--- src/rtl/sat_scale_ctrl.sv ---
// Shift-and-saturate stage between FFT butterfly passes, with per-frame
// saturation counting and block-floating-point shift selection.
module sat_scale_ctrl #(
    parameter int WIDTH         = 13,
    parameter int SAT_WIDTH     = 12,
    parameter int LANES         = 16,
    parameter int BLK_PER_FRAME = 32,
    parameter int MAX_SHIFT     = 3,
    parameter int SAT_THR       = 4
) (
    input  logic                         clk,
    input  logic                         rst,
    input  logic                         in_valid,
    output logic                         in_ready,
    input  logic [LANES*WIDTH-1:0]       din,
    output logic                         out_valid,
    input  logic                         out_ready,
    output logic [LANES*SAT_WIDTH-1:0]   dout,
    output logic                         out_last,
    input  logic                         auto_scale,
    input  logic [1:0]                   shift_cfg,
    output logic [1:0]                   cur_shift,
    output logic                         frame_done,
    output logic [15:0]                  frame_sat_cnt
);

    localparam int CNT_W = $clog2(BLK_PER_FRAME + 1);
    localparam int LCW   = $clog2(LANES + 1);

    localparam logic [1:0] S_IDLE   = 2'd0;
    localparam logic [1:0] S_FRAME  = 2'd1;
    localparam logic [1:0] S_UPDATE = 2'd2;

    localparam int SAT_MAX_I  = 2 ** (SAT_WIDTH - 1) - 1;
    localparam int SAT_MIN_I  = -(2 ** (SAT_WIDTH - 1));
    localparam int HEAD_POS_I = 2 ** (SAT_WIDTH - 2);
    localparam int HEAD_NEG_I = -(2 ** (SAT_WIDTH - 2));

    localparam logic signed [WIDTH-1:0] SAT_MAX  = WIDTH'(SAT_MAX_I);
    localparam logic signed [WIDTH-1:0] SAT_MIN  = WIDTH'(SAT_MIN_I);
    localparam logic signed [WIDTH-1:0] HEAD_POS = WIDTH'(HEAD_POS_I);
    localparam logic signed [WIDTH-1:0] HEAD_NEG = WIDTH'(HEAD_NEG_I);
    localparam logic [1:0]              MAX_SH   = 2'(MAX_SHIFT);

    logic [1:0]                 state_q, state_d;
    logic [CNT_W-1:0]           blk_cnt_q, blk_cnt_d;
    logic [1:0]                 cur_shift_q, cur_shift_d;
    logic [15:0]                acc_q, acc_d;
    logic                       headroom_q, headroom_d;
    logic [15:0]                frame_sat_cnt_q, frame_sat_cnt_d;
    logic                       out_valid_q, out_valid_d;
    logic                       out_last_q, out_last_d;
    logic [LANES*SAT_WIDTH-1:0] dout_q, dout_d;

    logic                       accept;
    logic                       is_last;
    logic [1:0]                 cfg_shift;
    logic [1:0]                 beat_shift;
    logic signed [WIDTH-1:0]    lane_s [LANES];
    logic [LANES*SAT_WIDTH-1:0] lane_dout;
    logic [LCW-1:0]             sat_lanes;
    logic                       headroom_hit;
    logic [16:0]                acc_sum;
    logic [15:0]                acc_add;

    always_comb begin
        in_ready  = !rst && (state_q != S_UPDATE) && (!out_valid_q || out_ready);
        accept    = in_valid && in_ready;
        is_last   = (blk_cnt_q == CNT_W'(BLK_PER_FRAME - 1));
        cfg_shift = (shift_cfg > MAX_SH) ? MAX_SH : shift_cfg;
        // The first beat of a fixed-shift frame already uses the newly sampled value.
        beat_shift = (state_q == S_IDLE && !auto_scale) ? cfg_shift : cur_shift_q;
    end

    always_comb begin
        lane_dout    = '0;
        sat_lanes    = '0;
        headroom_hit = 1'b0;
        for (int i = 0; i < LANES; i++) begin
            lane_s[i] = $signed(din[i*WIDTH +: WIDTH]) >>> beat_shift;
            if (lane_s[i] >= SAT_MAX) begin
                lane_dout[i*SAT_WIDTH +: SAT_WIDTH] = SAT_MAX[SAT_WIDTH-1:0];
            end else if (lane_s[i] <= SAT_MIN) begin
                lane_dout[i*SAT_WIDTH +: SAT_WIDTH] = SAT_MIN[SAT_WIDTH-1:0];
            end else begin
                lane_dout[i*SAT_WIDTH +: SAT_WIDTH] = lane_s[i][SAT_WIDTH-1:0];
            end
            // Lanes sitting exactly on a rail lost nothing, so they are not counted.
            if (lane_s[i] > SAT_MAX || lane_s[i] < SAT_MIN) begin
                sat_lanes = sat_lanes + LCW'(1);
            end
            if (lane_s[i] >= HEAD_POS || lane_s[i] < HEAD_NEG) begin
                headroom_hit = 1'b1;
            end
        end
        acc_sum = {1'b0, acc_q} + 17'(sat_lanes);
        acc_add = acc_sum[16] ? 16'hFFFF : acc_sum[15:0];
    end

    always_comb begin
        state_d         = state_q;
        blk_cnt_d       = blk_cnt_q;
        cur_shift_d     = cur_shift_q;
        acc_d           = acc_q;
        headroom_d      = headroom_q;
        frame_sat_cnt_d = frame_sat_cnt_q;
        out_valid_d     = out_valid_q;
        out_last_d      = out_last_q;
        dout_d          = dout_q;

        if (accept) begin
            out_valid_d = 1'b1;
            out_last_d  = is_last;
            dout_d      = lane_dout;
        end else if (out_ready) begin
            out_valid_d = 1'b0;
            out_last_d  = 1'b0;
        end

        case (state_q)
            S_IDLE, S_FRAME: begin
                if (accept) begin
                    if (state_q == S_IDLE && !auto_scale) begin
                        cur_shift_d = cfg_shift;
                    end
                    blk_cnt_d  = blk_cnt_q + CNT_W'(1);
                    acc_d      = acc_add;
                    headroom_d = headroom_q && !headroom_hit;
                    state_d    = is_last ? S_UPDATE : S_FRAME;
                end
            end
            S_UPDATE: begin
                frame_sat_cnt_d = acc_q;
                if (auto_scale) begin
                    if (acc_q > 16'(SAT_THR)) begin
                        cur_shift_d = (cur_shift_q >= MAX_SH) ? MAX_SH : cur_shift_q + 2'd1;
                    end else if (acc_q == 16'd0 && headroom_q) begin
                        cur_shift_d = (cur_shift_q == 2'd0) ? 2'd0 : cur_shift_q - 2'd1;
                    end
                end
                acc_d      = '0;
                headroom_d = 1'b1;
                blk_cnt_d  = '0;
                state_d    = S_IDLE;
            end
            default: state_d = S_IDLE;
        endcase
    end

    always_ff @(posedge clk) begin
        if (rst) begin
            state_q         <= S_IDLE;
            blk_cnt_q       <= '0;
            cur_shift_q     <= '0;
            acc_q           <= '0;
            headroom_q      <= 1'b1;
            frame_sat_cnt_q <= '0;
            out_valid_q     <= 1'b0;
            out_last_q      <= 1'b0;
            dout_q          <= '0;
        end else begin
            state_q         <= state_d;
            blk_cnt_q       <= blk_cnt_d;
            cur_shift_q     <= cur_shift_d;
            acc_q           <= acc_d;
            headroom_q      <= headroom_d;
            frame_sat_cnt_q <= frame_sat_cnt_d;
            out_valid_q     <= out_valid_d;
            out_last_q      <= out_last_d;
            dout_q          <= dout_d;
        end
    end

    assign out_valid     = out_valid_q;
    assign out_last      = out_last_q;
    assign dout          = dout_q;
    assign cur_shift     = cur_shift_q;
    assign frame_done    = (state_q == S_UPDATE);
    assign frame_sat_cnt = frame_sat_cnt_q;

endmodule
--- config.mk ---
export PLATFORM = sky130hd
export DESIGN_NAME = sat_scale_ctrl
export DESIGN_NICKNAME = d
export VERILOG_FILES = /design/src/rtl/sat_scale_ctrl.sv
export SDC_FILE = /design/constraint.sdc
export NUM_CORES = 1
export LEC_CHECK = 0
export ABC_AREA = 1
export CORE_UTILIZATION = 54
export DETAILED_ROUTE_END_ITERATION = 10
export DONT_BUFFER_PORTS = 1
export HOLD_SLACK_MARGIN = 0.06
export MAX_ROUTING_LAYER = met4
export PLACE_DENSITY = 0.72
export SYNTH_ARGS = -nofsm -noshare
export SYNTH_HDL_FRONTEND = slang
export SYNTH_SLANG_ARGS = --single-unit
--- constraint.sdc ---
create_clock -name clk -period 11.8 [get_ports clk]
set_input_delay 1.77 -clock clk [delete_from_list [all_inputs] [get_ports clk]]
set_output_delay 1.77 -clock clk [all_outputs]
set_load 0.01 [all_outputs]
* Yosys cells after proc, flatten, opt, wreduce, memory -nomap -nowiden
Cells that the tools add are included.
** Cells by class
- Shift operators :: 16
- Bitwise logic cells :: 1
- Reduce and logical (&&, ||, !) cells :: 52
- Eq/ne operators :: 7
- Magnitude comparators :: 99
- Muxes and demuxes :: 84
- Add/subtract/negate cells :: 19
** Operator list (number)
- >= comparator 13 x 12 -> 1 bit, second input constant :: 32
- two-way mux 12 bit :: 32
- > comparator 13 x 12 -> 1 bit, second input constant :: 16
- <= comparator 13 x 12 -> 1 bit, second input constant :: 16
- less-than comparator 13 x 11 -> 1 bit, second input constant :: 16
- less-than comparator 13 x 12 -> 1 bit, second input constant :: 16
- >>> shifter 13 x 2 -> 13 bit :: 16
- adder 5 x 1 -> 5 bit, second input constant :: 15
- two-way mux 5 bit :: 15
- logical OR 1 bit :: 33
- two-way mux 16 bit :: 2
- one-hot mux 16 bit (2 select lines) :: 1
- two-way mux 1 bit :: 21
- two-way mux 2 bit :: 9
- adder 16 x 5 -> 17 bit :: 1
- > comparator 16 x 3 -> 1 bit, second input constant :: 1
- zero test 16 bit :: 1
- one-hot mux 6 bit (2 select lines) :: 1
- adder 6 x 1 -> 6 bit, second input constant :: 1
- equality test 6 x 5 -> 1 bit, second input constant :: 1
- logical AND 1 bit :: 6
- two-way mux 6 bit :: 1
- != test 2 bit, second input constant :: 3
- zero test 1 bit :: 4
- other kinds (15) :: 18
** Storage, ports and cells
- Register bits :: 237
- Output and inout bits :: 214
- Bits of input ports :: 215
- Word-level logic and storage cells :: 287

* Logic depth before layout (Yosys ltp)
Gate-level depths: netlist of the first run.
- Depth after elaboration :: 41
- Depth in mapped cells :: 77

* Worst setup path after synthesis of the first run
No wires, ideal clock.
- Path kind :: input-to-reg
- From :: input port auto_scale
- To :: register acc_q[10]
- Data required time :: 11.730 ns
- Slack :: 1.180 ns
- Arrival :: 10.549 ns
- Cell stages on the path :: 68
- Cell sequence :: nor2_4 nand2_2 nand2_1 nand2_2 inv_2 buf_6 nand2_1 nand2_1 nand2_1 nand2_1 inv_1 ha_1 inv_1 nand3_1 nand2_1 inv_1 ha_1 or2_1 [... 32 more ...] inv_1 ha_1 nand2_1 nand2_1 nand2_1 inv_1 ha_1 a31oi_1 nor2_1 o21ai_0 nor3_1 nand3_1 nor3_1 inv_1 nor2_1 clkbuf_1 o21ai_0 a21oi_1
** On the way
- Cells in the longest elaborated chain, start to end :: 41
- Elaborated cells on any way between the ends :: 102
- Classes of those cells :: add/sub: 16; order compare: 32; shift: 16; mux: 20; reduce/logical: 18
** RTL lines
- from (decl) :: line 20 : input logic auto_scale,
- zero test 1 bit (*) :: line 72 : beat_shift = (state_q == S_IDLE && !auto_scale) ? cfg_shift : cur_shift_q;
- logical AND 1 bit (*) :: line 72
- two-way mux 2 bit (*)
- >>> shifter 13 x 2 -> 13 bit :: line 80 : lane_s[i] = $signed(din[i*WIDTH +: WIDTH]) >>> beat_shift;
- > comparator 13 x 12 -> 1 bit / less-than comparator 13 x 12 -> 1 bit (equally long branches) :: line 89 : if (lane_s[i] > SAT_MAX || lane_s[i] < SAT_MIN) begin
- logical OR 1 bit :: line 89
- two-way mux 1 bit :: line 89
- adder 5 x 1 -> 5 bit :: line 90 : sat_lanes = sat_lanes + LCW'(1);
- [... 25 more ...]
- adder 5 x 1 -> 5 bit :: line 90
- two-way mux 5 bit :: line 89
- adder 5 x 1 -> 5 bit :: line 90
- two-way mux 5 bit (*) :: line 89
- adder 16 x 5 -> 17 bit (*) :: line 96 : acc_sum = {1'b0, acc_q} + 17'(sat_lanes);
- two-way mux 16 bit (*) :: line 97 : acc_add = acc_sum[16] ? 16'hFFFF : acc_sum[15:0];
- two-way mux 16 bit (*) :: line 122 : if (accept) begin
- one-hot mux 16 bit (2 select lines) (*) :: line 120 : case (state_q)
- to (signal assigned) :: line 155 : acc_q <= '0;
- to (signal assigned) :: line 165 : acc_q <= acc_d;
- to (decl) :: line 48 : logic [15:0] acc_q, acc_d;
Every way passes the cells marked *; elsewhere a longest branch is shown, timed or not. The select of a mux whose other input is x is not followed.
A chain may end at the register's enable or synchronous reset.

* Final worst setup path of the first run
- From :: input port auto_scale
- To :: register acc_q[13]
The elaborated chain is that of the path after synthesis.

==> results by group, run 1 <==
Worst setup path
  • Crit path DAT: 11,350 ps
  • Max incr delay on CP: 340 ps
  • Crit end category: flop
  • Reg2Reg Setup Slack: 1710 ps
  • Worst Path Buf+Inv: 6
  • Critical path class: in -> reg
  • Worst Setup SP: auto_scale
  • Req. time, crit path: roughly 12,000 ps
  • Critical path's slowest cell: ha_1
  • Reg2reg start: state_q[0]$_SDFFE_PP0P_
  • Crit Path Max Fanout: 41
  • Worst setup SP type: primary input
  • CP dominant cell by count: nand2_1
  • Family with the most delay on the worst path: simple AND/OR/NAND/NOR gates

Power and ir drop
  • Leak Pwr: 8.85 nW
  • Cell Pwr Density: roughly 160 nW/um2
  • VDD IR max: around 0.00013 V

Yosys
  • Complex-gate fraction of the synthesized area: 25.1%
  • Syn. warnings: 0
  • Post-Synth XOR/XNOR Area: 0.546%
  • Ys flop type: dfxtp_1
  • Post-Synthesis Cells: 2,941
  • Synth Area in Adders: 1.53%
  • Area leader, netlist: dfxtp_1
  • Yosys cell types: 64
  • EDFF count, synth: 0
  • Syn Std Cell Area: 17,700 um2
  • Avg Inst Size Synth: between 6 and 7 um2
  • Post-synthesis mux area share: 0.510%
  • Area fraction of the dominant cell type after synthesis: ~27%
  • Syn Nets: about 3,200
  • Synth top area cells: dfxtp_1 27%, nand2_1 18%, o21ai_0 12%, inv_1 6.4%, a21oi_1 6.4%
  • Post-synth ARST share: 0%
  • Seq/Total Area, Yosys: 26.9%
  • Largest family of logic cells by synthesized area: simple AND/OR/NAND/NOR gates
  • FF+latch count, synth: 237
  • Simple-gate area share of the yosys netlist: between 30% and 40%

Routing
  • Pre-antenna DRT Iters: 6
  • DRC viols: 0
  • Via/cell ratio: about 5.8
  • Iter 0 DRT Violations: ~1,500
  • Post-Route WL: 56.8 mm
  • Via count: 18,930
  • Routed Antenna Nets: 0
  • Drt wl/cell: between 15 and 20 um

Global route
  • First-pass GRT wire length: roughly 91 mm
  • Vias in the first global route: 17,166
  • Gr ovfl total: 0
  • GRT Overall Usage: 34.1%
  • Largest net degree at the start of global routing: 154
  • Initial antenna violation count: 1

Clock tree
  • CTS tree: done
  • CTS HTree Levels: 1
  • Clock root cell: clkbuf_16
  • Clock Pin Slew Worst Setup and Hold Paths: roughly 60 ps
  • Num CTS Buffers: 27
  • Post-CTS Resized: 0
  • Number of clock sinks: around 240
  • Cts hold-fix bufs: 0
  • Worst skew pair latency: 560 ps
  • Clk buf depth: 3
  • Post-CTS setup buffers: 0

Finish
  • # fillers: roughly 3,300
  • Fraction of layout cells with a size suffix above 1: under 10%
  • Area Growth Syn to Fin: 4.82%
  • Nets@finish: 3,043
  • Cell area after layout: ~19,000 um2
  • Utilization of the core after routing: 58.1%

Timing
  • Tmin final: 10,920 ps
  • Measured slew at the worst slew-check pin: 1010 ps
  • Post-route setup slack: 876 ps
  • RSZ-0062 raised after global routing: no
  • Fin. Hold Viols: 0
  • Clock Skew: around 26 ps
  • Max Transition Viols Final: 0
  • Crit share post-route: between 90% and 100%
  • Setup TNS: 0 ps
  • Final setup vio count: 0
  • Fmax achieved: about 0.092 GHz
  • Slew Limit Headroom: between 30% and 40%

Status
  • Status: finished, final reports clean

Floorplan
  • Die ar.: 33,400 um2
  • Core area: 31,900 um2
  • FP Rows: 65
  • Die X: 183 um
  • Die Span Y: 183 um
  • Io pins: 429
  • Initial Util: a little under three fifths

Placed design
  • PortBufs: 0
  • Cell Area, Placed: 17,500 um2
  • Placement Setup Slack: 306 ps
  • Dpl hpwl: about 42 mm
  • Placer Congestion: 0.962

Min path
  • Min-delay src: headroom_q$_SDFFE_PP1P_
  • Worst Hold Class: reg -> reg

Flow run
  • Max-Cap Viols: 0
## layout make-up
cell class	instances	area, um2	share of cell area (%)
multi-input cells	2182	10800	58.2
flip-flops and latches	237	4740	25.6
clock inverters	14	251	1.36
well taps	435	544	2.94
repair buffers	16	133	0.716
diodes	1	2.50	0.0135
inverters	343	1300	7.01
clock buffers	35	766	4.14
## power by group
group	total, mW	internal (mW)	leakage, nW	switching, mW
Clock	0.959	0.608	0.501	0.352
Combinational	1.10	0.354	6.40	0.748
Sequential	0.932	0.857	1.95	0.0752
## cell usage in the layout (no fill, tap or decap), types with 20 or more instances in the layout
cell,count
nor4_1,39
dfxtp_1,237
o211ai_1,33
clkbuf_16,27
nand2_2,35
o21ai_0,420
nand4_1,44
inv_1,303
nand3_1,108
nor3_1,23
inv_2,29
or2_2,21
o21ai_1,68
a31oi_1,36
ha_1,20
a21oi_1,227
nand2_1,857
nor2_1,117
## state kept, by name, summed over array words and instances, names as in the netlist
signal	count
acc_q	16
out_valid	1
cur_shift	2
out_last	1
state_q	2
headroom_q	1
blk_cnt_q	6
frame_sat_cnt	16
dout	192
## layer usage
| layer | track usage, % | vias up | part of all wire (%) |
|---|---|---|---|
| li1 | - | 9462 | - |
| met1 | 41.8 | 8699 | 43 |
| met2 | 54.1 | 658 | 45 |
| met3 | 8.98 | 111 | 9.1 |
| met4 | 11.3 | 0 | 3.6 |
| met5 | - | - | 0 |
## synth_stat cells, types with 9 or more instances
master      n
inv_2      30
clkinv_1   10
or2_2      21
nand2_2    36
nor4_1     39
a31oi_1    36
nand3_1   108
clkbuf_1  117
nand2_1   858
o21ai_0   421
dfxtp_1   237
nand4_1    44
nand3_2    19
nor3_1     26
nand2_4    10
buf_1      10
buf_6      18
inv_1     303
xor2_1     10
o21ai_1    67
o211ai_1   33
a21oi_1   227
nor2_1    118
ha_1       20
buf_2      24
mux2i_1     9
## cell families (layout without fill, tap and decap cells)
group                    after synthesis  after routing
AO/OA/AOI/OAI                        828            828
multiplexers                           9              9
XOR/XNOR                              11             11
AND/OR/NAND/NOR                     1313           1313
flip-flops                           237            237
other                                  0              1
adder cells (fa/ha/maj)               21             21
buffers and inverters                522            408
## tightest hold or removal path: stages (launching register included)
cell	delay [ps]
dfxtp_1	320
o21ai_1	60
nand3_1	60
## final timing paths
kind                                                 to  cells past startpoint
worst max-delay path             acc_q[13]$_SDFFE_PP0P_                     66
worst min-delay path            headroom_q$_SDFFE_PP1P_                      2
worst max register to register   acc_q[13]$_SDFFE_PP0P_                     67
worst min register to register  headroom_q$_SDFFE_PP1P_                      2
## stage by stage
step	hold WS, ps	total power [mW]	instances
floorplan	438	1.83	2941
global placement	448	2.01	3213
detailed placement	457	2.03	3213
CTS	472	3.00	3262
global route	514	3.21	3263
finish	470	2.99	3263
No activity file was read; power rests on OpenSTA's default activity.
==> run 2, diff against run 1 <==
CAP_MARGIN = 0   (was default)
PLACE_DENSITY = 0.81   (was 0.72)
clock period = 11.95 ns   (was 11.8 ns; I/O delays follow)
==> run 2 against run 1 <==
  * Register-to-register slack worse by 70 ps
  * Hold slack improved by 11 ps
  * Global-route usage is 0.16 points higher
  * Wire length is 1.6% higher
  * Sequential power is 1% lower
  * Flip-flop and latch count unchanged
  * Non-clock buffer count is 2 higher
  * Combinational power barely moved
  * Clock power grew 2.3%
  * Critical endpoint is now acc_q[15]$_SDFFE_PP0P_
  * Largest power group unchanged
==> results by group, run 2 (same netlist as run 1, synthesis figures left out) <==
Status
  • Status: finished, final reports clean

Worst setup path
  • Crit end category: flop
  • Crit Path Max Fanout: 34
  • FF-to-FF path depth: 62
  • Crit path DAT: around 12,000 ps
  • CP dominant cell by count: nand2_1
  • Family with the most delay on the worst path: simple AND/OR/NAND/NOR gates
  • Critical path's slowest cell: fa_1
  • Worst setup SP type: primary input
  • Max incr delay on CP: 480 ps
  • Reg2reg start: cur_shift[0]$_SDFFE_PP0P_
  • Reg2Reg Setup Slack: 1640 ps
  • RR Endpoint: acc_q[15]$_SDFFE_PP0P_
  • Worst Path Buf+Inv: 7
  • Req. time, crit path: 12,380 ps
  • Critical path class: in -> reg

Finish
  • Cell area after layout: about 19,000 um2
  • Nets@finish: around 3,000
  • Max FFs per register: between 150 and 200
  • Fraction of layout cells with a size suffix above 1: 7.63%
  • Most frequent cells in the layout: 857 x nand2_1, 421 x o21ai_0, 303 x inv_1
  • Multi-input logic area: 10,800 um2
  • Most common cell after layout, fill and taps aside: nand2_1
  • Ant. Diodes: 0
  • Register area: roughly 4700 um2
  • Area Growth Syn to Fin: 5.22%
  • # fillers: 3,211
  • Non-Filler Instances: between 3,000 and 4,000

Routing
  • Routed Antenna Nets: 0
  • Drt wl/cell: 17.7 um
  • DRC viols: 0
  • Post-Route WL: 57.7 mm
  • Via/cell ratio: roughly 6
  • Iter 0 DRT Violations: ~1,800
  • Pre-antenna DRT Iters: 6
  • Via count: ~19,000

Power and ir drop
  • VDD IR max: 0.000126 V
  • Pwr Total: 3.00 mW
  • Combinational share of power: roughly 37%
  • Clock share of power: 32.7%
  • Cell Pwr Density: around 160 nW/um2
  • Sw power: around 1.2 mW
  • Switching portion of total power: 39.3%
  • Reg power frac: 30.7%
  • Leak Pwr: between 8 and 9 nW
  • Cell-internal power: 1.82 mW

Timing
  • Slew Limit Headroom: 34.0%
  • Post-route setup slack: 804 ps
  • Setup TNS: 0 ps
  • Max Transition Viols Final: 0
  • Final setup vio count: 0
  • Fin. Hold Viols: 0
  • Crit share post-route: 93.3%
  • Clock Skew: 9.37 ps
  • Measured slew at the worst slew-check pin: 965 ps
  • Fmax achieved: 0.0897 GHz
  • Tmin final: 11,150 ps

Global route
  • Largest net degree at the start of global routing: 166
  • Routing usage on met3: 8.02%
  • Initial antenna violation count: 0
  • Gr ovfl total: 0
  • Busiest layer in global routing: met2
  • Met1 Use GR: between 40% and 50%
  • GRT Overall Usage: 34.2%
  • GR Util met2: 54.3%
  • Vias in the first global route: 17,404
  • First-pass GRT wire length: roughly 91 mm

Placed design
  • Placer Congestion: 1.01
  • Cell Area, Placed: 17,500 um2
  • Post-Place Cells: 3,214
  • Placement Setup Slack: -80.5 ps
  • PortBufs: 0
  • Dpl hpwl: approximately 42 mm

Min path
  • Hold EP: blk_cnt_q[3]$_SDFFE_PP0P_
  • Worst Hold Class: reg -> reg
  • Hold-critical path depth: 2
  • Min-delay src: blk_cnt_q[3]$_SDFFE_PP0P_

Clock tree
  • Worst skew pair latency: 560 ps
  • Number of clock sinks: 237
  • Clk buf depth: 3
  • CTS HTree Levels: 1
  • CTS tree: done
  • Num CTS Buffers: 28
  • Cts hold-fix bufs: 0
  • Clock Pin Slew Worst Setup and Hold Paths: 60 ps
  • Clock root cell: clkbuf_16

Floorplan
  • Die ar.: 33,400 um2
  • Core area: 31,900 um2
  • Die Span Y: about 180 um
  • Initial Util: 55.4%
  • Io pins: between 400 and 500
  • FP Rows: between 60 and 70
  • Die X: roughly 180 um

Flow run
  • Max-Cap Viols: 0
## run 2: worst max path at each step
| stage | from | to | depth (start not counted) |
|---|---|---|---|
| finish | auto_scale | acc_q[15]$_SDFFE_PP0P_ | 65 |
| global route | auto_scale | acc_q[4]$_SDFFE_PP0P_ | 67 |
| CTS | auto_scale | acc_q[14]$_SDFFE_PP0P_ | 68 |
| detailed placement | auto_scale | acc_q[14]$_SDFFE_PP0P_ | 68 |
| global placement | auto_scale | acc_q[14]$_SDFFE_PP0P_ | 67 |
| floorplan | auto_scale | acc_q[10]$_SDFFE_PP0P_ | 68 |
## run 2: what timing repair did
action	4_1_cts	5_1_grt
resized for setup	0	5
buffers inserted	0	1
hold endpoints to repair	0	0
setup endpoints to repair	0	15
## run 2: layer usage
layer	share of wire, %	wire (um)	vias to the layer above
li1	-	-	9460
met1	41	23700	8780
met2	44	25600	837
met3	9.6	5520	153
met4	5.0	2890	0
met5	0	0	-
## run 2: final cells by class
class	instances	area share, %
multi-input cells	2182	58.0
flip-flops and latches	237	25.5
clock inverters	14	1.40
clock buffers	37	4.34
repair buffers	18	0.862
inverters	343	6.98
well taps	435	2.93
## run 2: stage by stage
step / hold WS [ps] / util (%)
after detailed placement: 466 / 54.8
after CTS: 482 / 58.2
after floorplan: 438 / -
after global placement: 447 / 54.8
after global routing: 507 / 58.3
final: 481 / 58.3
## run 2: tightest hold or removal path: cells and delay by family (launching register included)
family / cells / cell delay (ps)
AND/OR/NAND/NOR: 1 / 60
AO/OA/AOI/OAI: 1 / 60
flip-flops: 1 / 310
## run 2: power by group through the flow
stage	clock network, mW	registers, mW	logic (mW)
3_5_place_dp	0	0.935	1.07
6_report	0.981	0.920	1.10
3_3_place_gp	0	0.935	1.04
2_1_floorplan	0	0.913	0.897
5_1_grt	1.03	0.925	1.26
4_1_cts	0.995	0.918	1.08
==> run 3, diff against run 2 <==
RECOVER_POWER = 25   (was default)
==> run 3 against run 2 <==
  * The run now ends with capacitance limit, slew limit left
  * Critical path type unchanged
  * Critical path depth unchanged
  * Wire length about the same
  * Via count about the same
  * Sequential share of layout area about the same
  * Critical endpoint unchanged
  * Largest power group unchanged
==> results by group, run 3 (same netlist as run 1, synthesis figures left out) <==
Clock tree
  • Clock root cell: clkbuf_16
  • CTS HTree Levels: 1
  • Worst skew pair latency: 550 ps
  • Clock Pin Slew Worst Setup and Hold Paths: 60 ps
  • Cts hold-fix bufs: 0
  • Number of clock sinks: 237
  • Clk buf depth: 3
  • Num CTS Buffers: 28
  • CTS tree: done

Floorplan
  • Io pins: 429
  • FP Rows: 65
  • Die ar.: 33,400 um2
  • Die X: 183 um
  • Core area: 31,900 um2
  • Initial Util: 55.4%
  • Die Span Y: 183 um

Global route
  • Gr ovfl total: 0
  • Vias in the first global route: 17,404
  • GRT Overall Usage: 34.2%
  • First-pass GRT wire length: 90.7 mm
  • Largest net degree at the start of global routing: about 170
  • Initial antenna violation count: 0

Power and ir drop
  • Leak Pwr: 8.86 nW
  • Pwr Total: 3.00 mW
  • VDD IR max: 0.000125 V
  • Cell Pwr Density: 162 nW/um2

Worst setup path
  • Crit path DAT: 11,580 ps
  • CP dominant cell by count: nand2_1
  • Crit end category: flop
  • FF-to-FF path depth: 62
  • Crit Path Max Fanout: 34
  • Max incr delay on CP: 480 ps
  • Critical path's slowest cell: fa_1
  • Critical path class: in -> reg
  • Req. time, crit path: ~12,000 ps
  • Reg2Reg Setup Slack: 1620 ps
  • Worst setup SP type: primary input

Timing
  • Fin. Hold Viols: 0
  • Setup TNS: 0 ps
  • Tmin final: approximately 11,000 ps
  • Hold_ws: slightly below 500 ps
  • Crit share post-route: 93.2%
  • Final setup vio count: 0
  • Fmax achieved: about 0.09 GHz
  • Measured slew at the worst slew-check pin: 3260 ps
  • Slew Limit Headroom: -118%
  • Max Transition Viols Final: between 100 and 150
  • Clock Skew: 8.21 ps

Flow run
  • Max-Cap Viols: 2

Placed design
  • Dpl hpwl: 42.5 mm
  • Cell Area, Placed: about 17,000 um2
  • Placer Congestion: between 1 and 1.5
  • Post-Place Cells: between 3,000 and 4,000
  • PortBufs: 0

Min path
  • Hold-critical path depth: 2
  • Worst Hold Class: reg -> reg

Routing
  • Post-Route WL: 57.7 mm
  • Drt wl/cell: 17.7 um
  • DRC viols: 0
  • Iter 0 DRT Violations: 1,813
  • Via/cell ratio: 5.89
  • Pre-antenna DRT Iters: 6
  • Via count: around 19,000
  • Routed Antenna Nets: 0

Finish
  • Area Growth Syn to Fin: 5.19%
  • Most frequent cells in the layout: 857 x nand2_1, 421 x o21ai_0, 303 x inv_1
  • Ant. Diodes: 0
  • Fraction of layout cells with a size suffix above 1: 7.59%
  • Nets@finish: 3,046
  • Non-Filler Instances: 3,266
  • Most common cell after layout, fill and taps aside: nand2_1
  • Max FFs per register: approximately 190
  • Cell area after layout: between 15,000 and 20,000 um2

Status
  • Status: finished with violations
  • Failing checks: capacitance limit, slew limit
## run 3: changes by cell type in the layout (fill, tap and decap cells not counted)
cell,change
clkinvlp_2,+1
buf_4,-1
clkbuf_1,+1
inv_4,-1
## run 3: critical path: cells and delay by family
kind                       cells  cell delay, ps
and+or+nand+nor               43            5130
buffers and inverters          7             570
adders and majority gates      9            2850
AOI/OAI and AO/OA              6            1190
## run 3: worst paths after layout
check                                    to                 startpoint
setup / recovery     acc_q[15]$_SDFFE_PP0P_                 auto_scale
hold / removal    blk_cnt_q[3]$_SDFFE_PP0P_  blk_cnt_q[3]$_SDFFE_PP0P_
setup reg to reg     acc_q[15]$_SDFFE_PP0P_  cur_shift[0]$_SDFFE_PP0P_
hold reg to reg   blk_cnt_q[3]$_SDFFE_PP0P_  blk_cnt_q[3]$_SDFFE_PP0P_
## run 3: where the power goes
group | switching (mW) | internal, mW | total, mW
registers | 0.0740 | 0.846 | 0.920
logic | 0.749 | 0.352 | 1.10
clock network | 0.358 | 0.624 | 0.981
## run 3: routing by layer
| layer | track usage [%] | wire, um |
|---|---|---|
| met1 | 41.5 | 23700 |
| met2 | 54.3 | 25600 |
| met3 | 8.02 | 5520 |
| met4 | 14.7 | 2870 |
| met5 | - | 0 |
## run 3: final cells by class
cell class	count	area [um2]
clock buffers	37	806
clock inverters	14	260
fillers	3212	13300
inverters	343	1300
multi-input cells	2182	10800
flip-flops and latches	237	4740
well taps	435	544
repair buffers	18	156
## run 3: metrics by stage
stage | util, % | setup slack, ps
after floorplan | - | 1310
after global placement | 54.8 | 369
after detailed placement | 54.8 | -80.5
after CTS | 58.2 | 415
after global routing | 58.3 | -21.0
final | 58.3 | 810
## run 3: repair_timing
item | in CTS | in global routing
gates resized for setup | 0 | 5
setup endpoints to repair | 0 | 15
setup buffers | 0 | 1
